`config.mk`:
```
export PLATFORM = sky130hd
export DESIGN_NAME = unified_mem_arbiter
export DESIGN_NICKNAME = d
export VERILOG_FILES = /design/src/rtl/unified_mem_arbiter.sv
export SDC_FILE = /design/constraint.sdc
export NUM_CORES = 1
export LEC_CHECK = 0
export BUFFER_PORTS_ARGS = -buffer_cell sky130_fd_sc_hd__buf_2
export CAP_MARGIN = 30
export CORE_UTILIZATION = 42
export CTS_BUF_LIST = sky130_fd_sc_hd__clkbuf_16
export CTS_CLUSTER_DIAMETER = 60
export CTS_CLUSTER_SIZE = 30
export DETAILED_ROUTE_END_ITERATION = 7
export MAX_ROUTING_LAYER = met4
export PLACE_DENSITY_LB_ADDON = 0.2
export SLEW_MARGIN = 20
export SYNTH_ARGS = -nofsm -noshare
export SYNTH_HDL_FRONTEND = slang
export SYNTH_SLANG_ARGS = --single-unit
```
`constraint.sdc`:
```
create_clock -name clk -period 2.22 [get_ports clk]
set_clock_uncertainty 0.2 [all_clocks]
set_input_delay 0.444 -clock clk [delete_from_list [all_inputs] [get_ports clk]]
set_output_delay 0.444 -clock clk [all_outputs]
set_load 0.02 [all_outputs]
```
`src/rtl/unified_mem_arbiter.sv`:
```
//==============================================================================
// Module      : unified_mem_arbiter
// Description : Shares one single-port BRAM (1-cycle registered read) between
//               the instruction-fetch port and the data load/store port.
//               Every access takes two cycles (issue, respond). A fetch request
//               is implicitly present every cycle, so any cycle with d_en=1 is
//               a conflict, resolved round-robin.
// Ports       : clk, nrst            - clock, synchronous active-low reset
//               i_addr/i_instr/i_stall - instruction fetch slave
//               d_en/d_we/d_addr/d_wd/d_rd/d_stall - data slave
//               m_en/m_we/m_addr/m_wd/m_rd - BRAM master
//               perf_i_grant/perf_d_grant/perf_conflict - optional counters
// Options     : `define ARB_PERF_CNT_EN adds 32-bit saturating counters
// Revision    : 1.0 - initial release
//==============================================================================
`default_nettype none

module unified_mem_arbiter #(
    parameter int ADDR_W = 15
) (
    input  logic              clk,
    input  logic              nrst,
    input  logic [31:0]       i_addr,
    output logic [31:0]       i_instr,
    output logic              i_stall,
    input  logic              d_en,
    input  logic              d_we,
    input  logic [31:0]       d_addr,
    input  logic [31:0]       d_wd,
    output logic [31:0]       d_rd,
    output logic              d_stall,
    output logic              m_en,
    output logic              m_we,
    output logic [ADDR_W-1:0] m_addr,
    output logic [31:0]       m_wd,
    input  logic [31:0]       m_rd
`ifdef ARB_PERF_CNT_EN
    ,
    output logic [31:0]       perf_i_grant,
    output logic [31:0]       perf_d_grant,
    output logic [31:0]       perf_conflict
`endif
);

    typedef enum logic [1:0] {
        S_IDLE   = 2'd0,
        S_I_RESP = 2'd1,
        S_D_RESP = 2'd2
    } state_t;

    state_t      r_state;
    state_t      w_state_nxt;
    logic        r_last_d;      // 1 = data port won the most recent grant
    logic        w_last_d_nxt;
    logic        r_d_wr;        // issued data access was a write
    logic [31:0] r_instr;
    logic [31:0] r_d_rd;
    logic        w_grant_d;
    logic        w_unused_addr;

    // Only bits [ADDR_W+1:2] select a word; the rest are intentionally dropped.
    assign w_unused_addr = ^{i_addr, d_addr};

    // Data wins unless it won last time; with no data request fetch always wins.
    assign w_grant_d = d_en && !r_last_d;

    always_comb begin
        w_state_nxt  = r_state;
        w_last_d_nxt = r_last_d;
        m_en         = 1'b0;
        m_we         = 1'b0;
        m_addr       = i_addr[ADDR_W+1:2];
        m_wd         = d_wd;
        i_stall      = 1'b1;
        d_stall      = 1'b1;
        case (r_state)
            S_IDLE: begin
                m_en = 1'b1;
                if (w_grant_d) begin
                    m_we         = d_we;
                    m_addr       = d_addr[ADDR_W+1:2];
                    w_last_d_nxt = 1'b1;
                    w_state_nxt  = S_D_RESP;
                end else begin
                    w_last_d_nxt = 1'b0;
                    w_state_nxt  = S_I_RESP;
                end
            end
            S_I_RESP: begin
                i_stall     = 1'b0;
                w_state_nxt = S_IDLE;
            end
            S_D_RESP: begin
                d_stall     = 1'b0;
                w_state_nxt = S_IDLE;
            end
            default: w_state_nxt = S_IDLE;
        endcase
        // Reset suppresses BRAM activity and any in-flight completion.
        if (!nrst) begin
            m_en    = 1'b0;
            m_we    = 1'b0;
            i_stall = 1'b1;
            d_stall = 1'b1;
        end
    end

    always_ff @(posedge clk) begin
        if (!nrst) begin
            r_state  <= S_IDLE;
            r_last_d <= 1'b0;
            r_d_wr   <= 1'b0;
            r_instr  <= 32'd0;
            r_d_rd   <= 32'd0;
        end else begin
            r_state  <= w_state_nxt;
            r_last_d <= w_last_d_nxt;
            if (r_state == S_IDLE && w_grant_d) begin
                r_d_wr <= d_we;
            end
            if (r_state == S_I_RESP) begin
                r_instr <= m_rd;
            end
            if (r_state == S_D_RESP && !r_d_wr) begin
                r_d_rd <= m_rd;
            end
        end
    end

    // BRAM data is forwarded in the response cycle so it is valid together
    // with stall=0; the register holds it afterwards.
    assign i_instr = (r_state == S_I_RESP && nrst) ? m_rd : r_instr;
    assign d_rd    = (r_state == S_D_RESP && !r_d_wr && nrst) ? m_rd : r_d_rd;

`ifdef ARB_PERF_CNT_EN
    always_ff @(posedge clk) begin
        if (!nrst) begin
            perf_i_grant  <= 32'd0;
            perf_d_grant  <= 32'd0;
            perf_conflict <= 32'd0;
        end else if (r_state == S_IDLE) begin
            if (!w_grant_d && perf_i_grant != 32'hFFFF_FFFF) begin
                perf_i_grant <= perf_i_grant + 32'd1;
            end
            if (w_grant_d && perf_d_grant != 32'hFFFF_FFFF) begin
                perf_d_grant <= perf_d_grant + 32'd1;
            end
            if (d_en && perf_conflict != 32'hFFFF_FFFF) begin
                perf_conflict <= perf_conflict + 32'd1;
            end
        end
    end
`endif

endmodule

`default_nettype wire
```
# Yosys cells after proc, flatten, opt, wreduce, memory -nomap -nowiden
# Index checks and enable logic that the tools add are counted.
[classes]
eq_ne = 2
n_mux = 15
n_reduce_logical = 9
[ops]
columns = ["op", "n"]
rows = [
  ["2-to-1 mux 32 bit", 2],
  ["2-to-1 mux 15 bit", 2],
  ["2-to-1 mux 1 bit", 10],
  ["logical AND 1 bit", 5],
  ["equality test 2 x 1 -> 1 bit, second input constant", 1],
  ["equality test 2 bit, second input constant", 1],
  ["logical NOT 1 bit", 2],
  ["logical NOT 2 bit", 1],
  ["2-to-1 mux 2 bit", 1],
  ["AND reduction 2 bit", 1],
]
[word_totals]
ff_bits = 68
output_inout_bits = 115
in_bits = 132

# Longest topological paths before layout
# Gate-level depths: netlist of the first run.
[depth]
depth_word = 5
depth_mapped = 5
mapped_depth_nobuf = 2

# Worst setup path before layout of the first run
# OpenSTA, ideal clock, no wires.
[synth_timing]
kind = "input port to output port"
from = "input d_en"
to = "output m_addr[10]"
path_slack_ns = 0.170
arrival_ns = 1.406
cell_stages = 4
required_time_ns = 1.576
path_buffers = 2
cell_sequence = "nor4b_1 > buf_4 > buf_6 > mux2_1"
[synth_between]
elab_chain_len = 3
[synth_lines]
columns = ["item", "line", "text"]
rows = [
  ["from (decl)", "26", "input logic d_en,"],
  ["logical AND 1 bit", "65", "assign w_grant_d = d_en && !r_last_d;"],
  ["2-to-1 mux 15 bit", "79", "if (w_grant_d) begin"],
  ["2-to-1 mux 15 bit", "76", "case (r_state)"],
  ["to (decl)", "34", "output logic [ADDR_W-1:0] m_addr,"],
]
# No other way between the ends.

# Worst setup path after layout of the first run
[layout_timing]
from = "register r_state[0]"
to = "output d_rd[6]"
[layout_between]
elab_chain_len = 4
[layout_lines]
columns = ["item", "line", "text"]
rows = [
  ["from (decl)", "51", "state_t r_state;"],
  ["from (signal assigned)", "116", "r_state <= w_state_nxt;"],
  ["equality test 2 bit", "133", "assign d_rd = (r_state == S_D_RESP && !r_d_wr && nrst) ? m_rd : r_d_rd;"],
  ["logical AND 1 bit (2 in a row)", "133", ""],
  ["2-to-1 mux 32 bit", "133", ""],
  ["to (decl)", "30", "output logic [31:0] d_rd,"],
]
# No other way between the ends.

==> impl_metrics.toml, run 1 <==
[clocking]
cts_root_buf = "clkbuf_16"
h-tree-depth = 3
cts_buffers = 9
hold_buffers = 0
cts_sinks = 68
clk_latency_ns = 0.32
cts.clk_slew.worst_paths_ns = 0.06
cts_tree = "yes"
cts.path.max_buffers = 2

[floorplanning]
ios = 247
design.die.area_sq_mm = 0.00935
die_h_um = 96.7
core-area_sq_mm = 0.00872
rows = 34
die_w_um = 96.7
initial_utilization_pct = 43.2

[timing]
finalSetupTns_ns = -9.06
finalSetupViolCount = 79
slew_viol_final = 0
setup_ws_ns = -0.187
period_share_pct = 108
maxSlewHeadroom_pct = 69.7
fin_crit_ns = 2.41
fmax_mhz = 415
finalHoldViolCount = 0
worstMarginPinSlew_ns = 0.455
rsz0062_at_grt = "true"
holdWs_ns = 0.122

[worst_setup_path]
cp_data_required_time_ns = 1.58
crit_family = "simple AND/OR/NAND/NOR gates"
startpoint_type = "flop"
cp-startpoint = "r_state[0]"
crit_buf_inv = 2
slowest_delay_ns = 0.38
arrival_ns = 1.76
cp-end-kind = "output port"
crit_path_max_fanout = 20
rrSetupSlack_ns = 0.43
critPathKind = "reg -> out"
rr_startpoint = "r_state[1]"
worstPathCellList = "and4bb_4, buf_12, mux2_2, buf_4"
cpMaxStageDelayCell = "and4bb_4"

[global_route]
met1_usage_pct = 25.4
grt_overflow = 0
grtUsageMet3_pct = 6.43
grt_usage_pct = 19.8
grt_pass1_vias = 3035
global_route.peak_usage_layer = "met2"
grt_pass1_wl_um = 14700
grt_max_degree = 45
grtUsageMet2_pct = 30.3
antenna_found_initial = 0

[synthesis]
syn_nets = 495
synth_xor_area_share_pct = 0
synth_top_family_by_area = "compound AO/OA/AOI/OAI gates"
synth_seq_cells = 68
synthFlopType = "dfxtp_1"
synth_compound_area_share_pct = 24.3
yosys.area_share.adder_pct = 0
synth-edff-count = 0
synth_async_sr_flop_share_pct = 0
synth.cell_area_sq_mm = 0.00377
synth-simple-area-share_pct = 9.53
synth_mux_area_share_pct = 14.3
postSynthCellCount = 363
yosysWarningCount = 0
avgSynthCellArea_sq_um = 10.4
yosysSeqAreaShare_pct = 36.1
ys_types = 26

[pwr]
p_sw_share_pct = 26.6
power.leakage_nw = 2.36
internal_power_mw = 2.80
power_density_mw_per_mm2 = 765
power_frac_seq_pct = 34.9
clkPwrFrac_pct = 42.3
p_switching_mw = 1.01
power_frac_comb_pct = 22.8
ir_worst_vdd_mv = 0.513

[placement]
io_buffers = 148
hpwl_um = 6110
place_congestion = 0.733
preCtsSetupSlack_ns = -0.0400
dp.cells = 570

[route]
first_pass_iters = 4
wl_per_cell_um = 15.6
ant_nets = 0
wl_um = 9210
first_iter_violations = 104
drc = 0
vias = 3196
drt-vias-per-instance = 5.41

[layout]
final_cell_count_no_fill = 591
diodes = 0
final_net_count = 610
nFillCells = 807
drive_above_1_share_pct = 58.6
final_common_cell = "buf_2"
areaGrowthSynthToFinish_pct = 32.6
final_cell_mix = "buf_2 (130), dfxtp_1 (65), inv_1 (34)"

[flow_run]
cap_viol_max_count = 0

[worst_hold_path]
hp-start = "d_en"
hold_path_class = "in -> reg"

[run_status]
status = "complete, but fails checks"
violations = "setup timing"
[per-layer routing]
| metal | wire [um] | vias up |
|---|---|---|
| li1 | - | 1549 |
| met3 | 639 | 14 |
| met4 | 61 | 0 |
| met1 | 4320 | 1502 |
| met2 | 4180 | 131 |
| met5 | 0 | - |
[metrics by stage]
stage                     utilization, %  instance area, sq um  power, mW
after CTS                           55.4                  4830       3.79
final                               57.2                  4990       3.82
after global routing                57.2                  4990       3.98
after floorplan                        -                  3770       1.95
after global placement              50.3                  4390       2.12
after detailed placement            50.3                  4390       2.13
[worst paths after layout]
kind,endpoint,depth (start not counted)
setup / recovery,d_rd[6],4
hold / removal,r_state[0],2
setup reg to reg,r_d_rd[12],4
hold reg to reg,r_instr[2],2
[kinds of logic (layout without fill, tap and decap cells)]
group	Yosys count	after routing
buf+inv	105	225
compound gates	99	99
flops	68	68
mux	48	48
simple gates	43	43
[final cells by class]
type	instances	area (sq um)	area share, %
Clock inverter	7	115	2.31
Tap cell	108	135	2.71
Timing Repair Buffer	175	1130	22.7
Sequential cell	68	1370	27.4
Multi-Input combinational cell	190	1890	37.9
Clock buffer	9	225	4.51
Inverter	34	128	2.56
[power groups by stage]
stage	registers (mW)	logic [mW]	clock network [mW]
2_1_floorplan	1.34	0.610	0
3_3_place_gp	1.35	0.773	0
3_5_place_dp	1.35	0.778	0
4_1_cts	1.33	0.809	1.65
5_1_grt	1.34	0.929	1.71
6_report	1.33	0.870	1.61
[sequential cells by signal, indices dropped and copies added, names as in the netlist]
signal,flops
r_d_rd,32
r_d_wr,1
r_instr,32
r_last_d,1
r_state,2
[synthesized netlist by cell type (2+ instances only)]
master / count / area (sq um)
a21bo_2: 32 / 320
a32o_1: 24 / 240
a32o_2: 8 / 90.1
buf_2: 12 / 60.1
buf_4: 33 / 248
buf_6: 8 / 90.1
clkbuf_1: 17 / 63.8
dfxtp_1: 68 / 1360
inv_1: 34 / 128
mux2_1: 6 / 67.6
mux2_2: 41 / 462
nand2_1: 2 / 7.51
nand3b_1: 2 / 15.0
nand4b_1: 32 / 280
o21a_1: 2 / 15.0
o31ai_1: 32 / 240
[repair_timing]
| action | 4_1_cts | 5_1_grt |
|---|---|---|
| resized for setup | 13 | 49 |
| cloned | 2 | 0 |
| endpoints found under the setup margin | 80 | 81 |
| pin swaps | 1 | 0 |
| setup buffers | 3 | 0 |
(Power assumes the default switching activity.)
==> inputs of run 2 (changes only) <==
--- a/config.mk
+++ b/config.mk
@@ -14,6 +14,7 @@
 export DETAILED_ROUTE_END_ITERATION = 7
 export MAX_ROUTING_LAYER = met4
 export PLACE_DENSITY_LB_ADDON = 0.2
+export SETUP_SLACK_MARGIN = 0.2
 export SLEW_MARGIN = 20
 export SYNTH_ARGS = -nofsm -noshare
 export SYNTH_HDL_FRONTEND = slang
==> run 2 against run 1 <==
Net effect: the flow still finishes with violations (setup timing); die area is the same; worst hold slack gained 0.0021 ns; setup slack better by 0.035 ns; wire length up 0.35%; global-route usage is 0.53 points higher; count of clock-buffer cells in the layout is the same; sequential share of layout area grew 0.31 points; non-clock buffer count increased by 3; critical path type unchanged; cell area is 1.2% lower; total power decreased by 1.4%; combinational power is 5.4% lower.
==> impl_metrics.toml, run 2 (same netlist as run 1, synthesis figures left out) <==
[clocking]
cts.clk_slew.worst_paths_ns = 0.06
h-tree-depth = 3
cts_root_buf = "clkbuf_16"
hold_buffers = 0
cts_buffers = 9
cts_tree = "yes"
cts_sinks = 68
cts.path.max_buffers = 2
clk_latency_ns = 0.32

[route]
first_pass_iters = 4
wl_per_cell_um = 15.6
drc = 0
drt-vias-per-instance = 5.38
ant_nets = 0
wl_um = 9240
vias = 3198
first_iter_violations = 126

[global_route]
grt_pass1_vias = 3085
grt_usage_pct = 20.3
grt_overflow = 0
grt_pass1_wl_um = 15100
grt_max_degree = 35
antenna_found_initial = 0

[flow_run]
cap_viol_max_count = 0

[worst_setup_path]
rrSetupSlack_ns = 0.47
crit_buf_inv = 2
reg2reg_depth = 4
rr_startpoint = "r_state[1]"
path_depth = 4
slowest_delay_ns = 0.41
cp-end-kind = "output port"
r2r_end = "r_d_rd[14]"
startpoint_type = "flop"
cpMaxStageDelayCell = "and4bb_4"
crit_family = "simple AND/OR/NAND/NOR gates"
crit_path_max_fanout = 15
worstPathCellList = "and4bb_4, buf_12, mux2_2, buf_2"
cp_data_required_time_ns = 1.58
arrival_ns = 1.73
critPathKind = "reg -> out"

[timing]
setup_ws_ns = -0.152
period_share_pct = 107
fmax_mhz = 422
rsz0062_at_grt = "true"
finalHoldViolCount = 0
finalSetupViolCount = 64
slew_viol_final = 0
maxSlewHeadroom_pct = 78.6
fin_crit_ns = 2.37
worstMarginPinSlew_ns = 0.321

[placement]
io_buffers = 148
place_congestion = 0.724
dp.cells = 571
place_area_sq_mm = 0.00441
hpwl_um = 6320

[layout]
final_util_pct = 56.6
multi_input_area_sq_mm = 0.00185
areaGrowthSynthToFinish_pct = 31.0
finish.instance_area_sq_mm = 0.00493
largest_registers = "r_d_rd: 32 flops, r_instr: 32 flops, r_state: 2 flops"
final_common_cell = "buf_2"
diodes = 0
final-seq-area_sq_mm = 0.00137
nFillCells = 772
final_cell_count_no_fill = 594
drive_above_1_share_pct = 59.3
final_net_count = 613
final_cell_mix = "buf_2 (142), dfxtp_1 (64), mux2_2 (42)"

[pwr]
clkPwrFrac_pct = 42.7
p_switching_mw = 0.997
ir_worst_vdd_mv = 0.326
power.leakage_nw = 2.32
power_frac_seq_pct = 35.4
power_density_mw_per_mm2 = 763
internal_power_mw = 2.77
p_sw_share_pct = 26.5
power_frac_comb_pct = 21.9

[floorplanning]
ios = 247
core-area_sq_mm = 0.00872
design.die.area_sq_mm = 0.00935
initial_utilization_pct = 43.2
die_h_um = 96.7
die_w_um = 96.7
rows = 34

[run_status]
violations = "setup timing"
status = "complete, but fails checks"

[worst_hold_path]
holdPathStages = 2
hp-start = "d_en"
min_to = "r_state[0]"
hold_path_class = "in -> reg"
run 2: worst max path at each step:
stage / from / endpoint / slack (ns)
final: r_d_wr / d_rd[27] / -0.15
after global routing: r_state[0] / m_addr[14] / -0.22
after CTS: r_state[0] / d_rd[27] / -0.19
after detailed placement: nrst / d_rd[27] / -0.02
after global placement: nrst / d_rd[27] / -0.01
after floorplan: d_en / m_addr[10] / 0.19
run 2: per-layer routing:
metal / up-vias / GRT usage [%] / wire length [um]
met5: - / - / 0
met4: 0 / 5.28 / 29
met3: 4 / 5.35 / 590
met2: 124 / 31.2 / 4320
met1: 1518 / 26.5 / 4300
li1: 1552 / - / -
run 2: power by group through the flow:
stage,clock network (mW),registers (mW),logic [mW]
finish,1.61,1.33,0.823
global route,1.72,1.34,0.884
CTS,1.65,1.33,0.815
detailed placement,0,1.36,0.787
global placement,0,1.35,0.781
floorplan,0,1.34,0.613
run 2: timing repair:
item,in CTS,in global routing
gates cloned,2,0
pin swaps,1,1
gates resized for setup,7,19
buffers inserted,5,0
setup endpoints to repair,82,82
run 2: layout make-up:
cell class                      count  area share, %
Inverter                           34           2.59
Tap cell                          108           2.74
Multi-Input combinational cell    190           37.5
Clock buffer                        9           4.57
Clock inverter                      7           2.33
Timing Repair Buffer              178           22.6
Sequential cell                    68           27.7
run 2: through the flow:
step | hold WS [ns] | power, mW | TNS [ns] | worst slack [ns]
2_1_floorplan | 0.239 | 1.96 | 0 | 0.193
3_3_place_gp | 0.249 | 2.13 | -0.0495 | -0.0131
3_5_place_dp | 0.253 | 2.14 | -0.151 | -0.0196
4_1_cts | 0.118 | 3.80 | -10.71 | -0.191
5_1_grt | 0.139 | 3.94 | -13.11 | -0.221
6_report | 0.124 | 3.76 | -6.27 | -0.152
